===== config.mk =====
export PLATFORM = sky130hd
export DESIGN_NAME = pipe_stage_reg
export DESIGN_NICKNAME = d
export VERILOG_FILES = /design/src/rtl/pipe_pkg.sv /design/src/rtl/pipe_skid_buf.sv /design/src/rtl/pipe_stage_reg.sv
export SDC_FILE = /design/constraint.sdc
export NUM_CORES = 1
export LEC_CHECK = 0
export BUFFER_PORTS_ARGS = -buffer_cell sky130_fd_sc_hd__buf_2
export CORE_UTILIZATION = 45
export DETAILED_ROUTE_END_ITERATION = 7
export PLACE_DENSITY = 0.8
export SLEW_MARGIN = 20
export SYNTH_ARGS = -nofsm -noshare
export SYNTH_HDL_FRONTEND = slang
export SYNTH_SLANG_ARGS = --single-unit

===== constraint.sdc =====
create_clock -name clk -period 2.3 [get_ports clk]
set_clock_uncertainty 0.05 [all_clocks]
set_input_delay 0.23 -clock clk [delete_from_list [all_inputs] [get_ports clk]]
set_output_delay 0.23 -clock clk [all_outputs]
set_load 0.1 [all_outputs]

===== src/rtl/pipe_pkg.sv =====
// Shared constants for the five-stage pipeline registers: control-bundle bit
// positions, per-stage bundle widths and the bubble encoding.
package pipe_pkg;

    // Default widths of the generic stage register
    localparam int CTRL_W_DEF = 16;
    localparam int DATA_W_DEF = 104;
    localparam int CNT_W_DEF  = 16;

    // Control-bundle bit positions
    localparam int CTRL_REG_WRITE  = 0;
    localparam int CTRL_MEM_READ   = 1;
    localparam int CTRL_MEM_WRITE  = 2;
    localparam int CTRL_MEM_TO_REG = 3;
    localparam int CTRL_BRANCH     = 4;
    localparam int CTRL_JUMP       = 5;
    localparam int CTRL_ALU_SRC    = 6;
    localparam int CTRL_SP_WRITE   = 7;
    localparam int CTRL_ALU_OP_LSB = 8;
    localparam int CTRL_ALU_OP_W   = 4;
    localparam int CTRL_IRQ_ACK    = 12;

    // Per-stage bundle widths; the payload carries register numbers,
    // operand values, address and SP as each stage needs them
    localparam int IF_ID_CTRL_W  = 16;
    localparam int IF_ID_DATA_W  = 64;
    localparam int ID_EX_CTRL_W  = 16;
    localparam int ID_EX_DATA_W  = 104;
    localparam int EX_MEM_CTRL_W = 16;
    localparam int EX_MEM_DATA_W = 72;
    localparam int MEM_WB_CTRL_W = 16;
    localparam int MEM_WB_DATA_W = 40;

    // A bubble drives every control bit to this value, so it never writes
    localparam logic CTRL_BUBBLE = 1'b0;

endpackage


===== src/rtl/pipe_skid_buf.sv =====
// One-entry skid holding register with a valid flag; only instantiated by
// pipe_stage_reg when PIPE_STAGE_SKID_EN is defined.
module pipe_skid_buf
    import pipe_pkg::*;
#(
    parameter int CTRL_W = CTRL_W_DEF,
    parameter int DATA_W = DATA_W_DEF
) (
    input  logic              clk,
    input  logic              reset,
    input  logic              clear,
    input  logic              push,
    input  logic              pop,
    input  logic [CTRL_W-1:0] push_ctrl,
    input  logic [DATA_W-1:0] push_data,
    output logic              skid_valid,
    output logic [CTRL_W-1:0] skid_ctrl,
    output logic [DATA_W-1:0] skid_data
);

    logic              vld_p1;
    logic [CTRL_W-1:0] ctrl_p1;
    logic [DATA_W-1:0] data_p1;

    // ---- skid stage register ----
    always_ff @(posedge clk) begin
        if (!reset) begin
            vld_p1  <= 1'b0;
            ctrl_p1 <= '0;
            data_p1 <= '0;
        end else if (clear || pop) begin
            vld_p1  <= 1'b0;
        end else if (push) begin
            vld_p1  <= 1'b1;
            ctrl_p1 <= push_ctrl;
            data_p1 <= push_data;
        end
    end

    assign skid_valid = vld_p1;
    assign skid_ctrl  = ctrl_p1;
    assign skid_data  = data_p1;

endmodule


===== src/rtl/pipe_stage_reg.sv =====
// Generic inter-stage pipeline register with stall, flush, ready/valid and a
// saturating stall counter. Define PIPE_STAGE_SKID_EN for a 1-entry skid buffer.
module pipe_stage_reg
    import pipe_pkg::*;
#(
    parameter int CTRL_W = CTRL_W_DEF,
    parameter int DATA_W = DATA_W_DEF,
    parameter int CNT_W  = CNT_W_DEF
) (
    input  logic              clk,
    input  logic              reset,
    input  logic              stall,
    input  logic              flush,
    input  logic              in_valid,
    output logic              in_ready,
    input  logic [CTRL_W-1:0] in_ctrl,
    input  logic [DATA_W-1:0] in_data,
    output logic              out_valid,
    input  logic              out_ready,
    output logic [CTRL_W-1:0] out_ctrl,
    output logic [DATA_W-1:0] out_data,
    output logic [CNT_W-1:0]  stall_cycles
);

    function automatic logic [CNT_W-1:0] sat_inc(input logic [CNT_W-1:0] v);
        return (&v) ? v : v + {{(CNT_W-1){1'b0}}, 1'b1};
    endfunction

    logic              vld_p1;
    logic [CTRL_W-1:0] ctrl_p1;
    logic [DATA_W-1:0] data_p1;
    logic [CNT_W-1:0]  cnt_p1;

    logic              accept;
    logic              drain;
    logic              load_main;
    logic [CTRL_W-1:0] main_ctrl;
    logic [DATA_W-1:0] main_data;

    assign accept = in_valid & in_ready;
    // A stalled stage is never considered drained, even if out_ready is high
    assign drain  = vld_p1 & out_ready & ~stall;

`ifdef PIPE_STAGE_SKID_EN
    logic              skid_valid;
    logic [CTRL_W-1:0] skid_ctrl;
    logic [DATA_W-1:0] skid_data;
    logic              skid_push;
    logic              skid_pop;

    assign in_ready  = reset & ~stall & ~flush & ~skid_valid;
    assign skid_push = accept & vld_p1 & ~drain;
    assign skid_pop  = skid_valid & ~stall & ~flush & (drain | ~vld_p1);
    assign load_main = skid_pop | (accept & (~vld_p1 | drain));
    // The skid entry is older than anything upstream, so it always goes first
    assign main_ctrl = skid_valid ? skid_ctrl : in_ctrl;
    assign main_data = skid_valid ? skid_data : in_data;

    pipe_skid_buf #(
        .CTRL_W (CTRL_W),
        .DATA_W (DATA_W)
    ) u_skid (
        .clk        (clk),
        .reset      (reset),
        .clear      (flush),
        .push       (skid_push),
        .pop        (skid_pop),
        .push_ctrl  (in_ctrl),
        .push_data  (in_data),
        .skid_valid (skid_valid),
        .skid_ctrl  (skid_ctrl),
        .skid_data  (skid_data)
    );
`else
    assign in_ready  = reset & ~stall & ~flush & (~vld_p1 | out_ready);
    assign load_main = accept;
    assign main_ctrl = in_ctrl;
    assign main_data = in_data;
`endif

    // ---- main stage register ----
    always_ff @(posedge clk) begin
        if (!reset) begin
            vld_p1  <= 1'b0;
            ctrl_p1 <= '0;
            data_p1 <= '0;
        end else if (flush) begin
            vld_p1  <= 1'b0;
            ctrl_p1 <= {CTRL_W{CTRL_BUBBLE}};
        end else if (load_main) begin
            vld_p1  <= 1'b1;
            ctrl_p1 <= main_ctrl;
            data_p1 <= main_data;
        end else if (drain) begin
            vld_p1  <= 1'b0;
        end
    end

    // ---- stall / back-pressure counter ----
    always_ff @(posedge clk) begin
        if (!reset) begin
            cnt_p1 <= '0;
        end else if (stall || (vld_p1 && !out_ready)) begin
            cnt_p1 <= sat_inc(cnt_p1);
        end
    end

    assign out_valid    = vld_p1;
    assign out_ctrl     = vld_p1 ? ctrl_p1 : {CTRL_W{CTRL_BUBBLE}};
    assign out_data     = data_p1;
    assign stall_cycles = cnt_p1;

endmodule

==> flow_summary.yaml <==
run_status:
  outcome: "finished clean"
timing:
  setup_violations: 0
  fin_setup_tns_ps: 0
  finalCriticalPeriod_ps: 1860
  slew_headroom_pct: 48.6
  grt_setup_unrepaired: "false"
  fmax_ghz: 0.537
  fin_hold_ws_ps: 12.0
  slew_violations: 0
  tightest_slew_ps: 770
  min_period_over_period_pct: 80.9
  hold_violations: 0
clocking:
  ctsHtreeMaxLevel: 4
  clock_latency_ps: 410
  cts_resized: 0
  cts_tree: "yes"
  post_cts_buffers: 0
  clk_pin_slew_ps: 60
  clock_path_buffers: 2
  postCtsHoldBufs: 70
  cts.sinks: 137
  cts_buffers: 17
  cts_root_buf: "clkbuf_16"
yosys:
  synth_seq_area_share_pct: 53.7
  synth.area.top_cells: "dfxtp_1, nand2_1, a21oi_1, buf_2, and2_1"
  synth_most_common_cell: "nand2_1"
  ys_types: 38
  post_synth.cell_area_avg_um2: 7.90
  yosysTopAreaCell: "dfxtp_1"
  synth_top_flop_cell: "dfxtp_1"
  synthesis.nets: 773
  syn-instance-count: 646
  yosys_warnings: 0
  synthTopCellsByCount: "nand2_1, dfxtp_1, a21oi_1"
  synth-edff-count: 0
  synth_seq_cells: 137
  async_reset_ff_share_pct: 0
  synth_top_area_share_pct: 53.7
  netlist_area_mm2: 0.00511
setup_path:
  crit_buf_inv: 2
  cp.required_ps: 2020
  slowest_delay_ps: 430
  cp-start-kind: "register"
  crit_path_top_delay_cell: "buf_2"
  crit_family: "buffers and inverters"
  cp_cell_sequence: "buf_4 > and2_1 > buf_2"
  cp-end-kind: "primary output"
  cp_max_fo: 16
  worstSetupPathType: "reg2out"
  worst_ep_arrival_time_ps: 1580
job:
  cap_viol_max_count: 0
grt:
  grt_pass1_vias: 5204
  grt_max_degree: 77
  grt_pass1_wl_um: 24200
  antenna_found_initial: 0
  grt_overflow: 0
  gr-usage-all-layers_pct: 26.3
power:
  ir_drop_mv: 0.728
  power.leakage_uw: 0.00353
  pwr_density_cell_mw_per_mm2: 765
worst_hold_path:
  hold_path_class: "in2reg"
drt:
  routed_wl_um: 15900
  vias_per_cell: 5.00
  first_iter_violations: 448
  drc_errors: 0
  routedWlPerCell_um: 14.2
  vias: 5604
  antenna_left: 0
  dr.pass1.iters: 4
finish:
  layoutNonFillerInstCount: 1120
  drive_above_1_share_pct: 32.9
  n_antenna_cell: 0
  syn2layout_area_growth_pct: 55.0
  fin_nets: 1094
  final_util_pct: 72.4
die:
  io_pins: 264
  core_mm2: 0.0109
  dieArea_mm2: 0.0118
  die_w_um: 109
  die_y_um: 109
  initial_utilization_pct: 46.7
  num_rows: 38
placement:
  dpl.hpwl_um: 9450
  placedCellCount: 1018
  portBuffers: 263
  gp_congestion: 0.773
through the flow:
| stage | power, uW | setup WS, ps | instance area (um2) |
|---|---|---|---|
| finish | 6050 | 439 | 7920 |
| global route | 6260 | 317 | 7920 |
| CTS | 6080 | 428 | 7920 |
| floorplan | 2930 | 0.307 | 5130 |
| detailed placement | 3120 | 431 | 6590 |
| global placement | 3120 | 477 | 6590 |
flip-flops by register name, summed over array words and instances, names as in the netlist:
name	count
stall_cycles	16
out_valid	1
ctrl_p1	16
out_data	104
report_power, final:
group          total (uW)  internal [uW]  switching, uW
combinational         730            231            499
sequential           2440           2420           24.1
clock                2880           1820           1060
cell usage in the layout, fill, tap and decap left out, types with 8 or more instances in the layout:
master           n
a21oi_1        125
nand2_1        245
nand3_1         12
buf_2          263
or4_1            8
clkbuf_16       17
dfxtp_1        127
o31ai_1          9
dfxtp_2         10
dlygate4sd3_1   70
and2_1          16
worst min-delay path: stages:
cell and delay, ps:
buf_2 90, nand2_1 50, a21oi_1 50
logic make-up after synthesis:
| family | count (synthesis) | synth area share [%] |
|---|---|---|
| simple gates | 307 | 25.7 |
| compound gates | 150 | 16.0 |
| flops | 137 | 53.7 |
| buf+inv | 50 | 4.21 |
| mux | 1 | 0.196 |
| fa+ha+maj | 1 | 0.245 |
area by class of cell:
cell class                      instances  area, um2
Fill cell                             812       3020
Sequential cell                       137       2760
Timing Repair Buffer                  345       2170
Multi-Input combinational cell        459       2160
Clock buffer                           18        429
Clock inverter                         14        198
Tap cell                              140        175
Inverter                                7       27.5
path summary, 6_finish.rpt:
| kind | start | to | slack [ps] | cells after the start |
|---|---|---|---|---|
| max reg2reg | stall_cycles[0]$_SDFFE_PN0P_ | stall_cycles[3]$_SDFFE_PN0P_ | 460 | 6 |
| min | in_data[67] | out_data[67]$_SDFFE_PN0P_ | 10 | 3 |
| max | out_valid$_SDFFE_PP0P_ | out_ctrl[14] | 440 | 3 |
| min reg2reg | ctrl_p1[10]$_SDFFE_PP0P_ | ctrl_p1[10]$_SDFFE_PP0P_ | 400 | 2 |
routing by layer:
metal  GRT usage (%)  up-vias  wire length (um)  share of wire (%)
li1                -     2791                 -                  -
met1            28.9     2544              6260                 39
met2            45.7      222              8070                 51
met3            7.29       47              1040                6.5
met4            14.2        0               525                3.3
met5               0        -                 0                  0
Power figures use the tool's default switching activity.
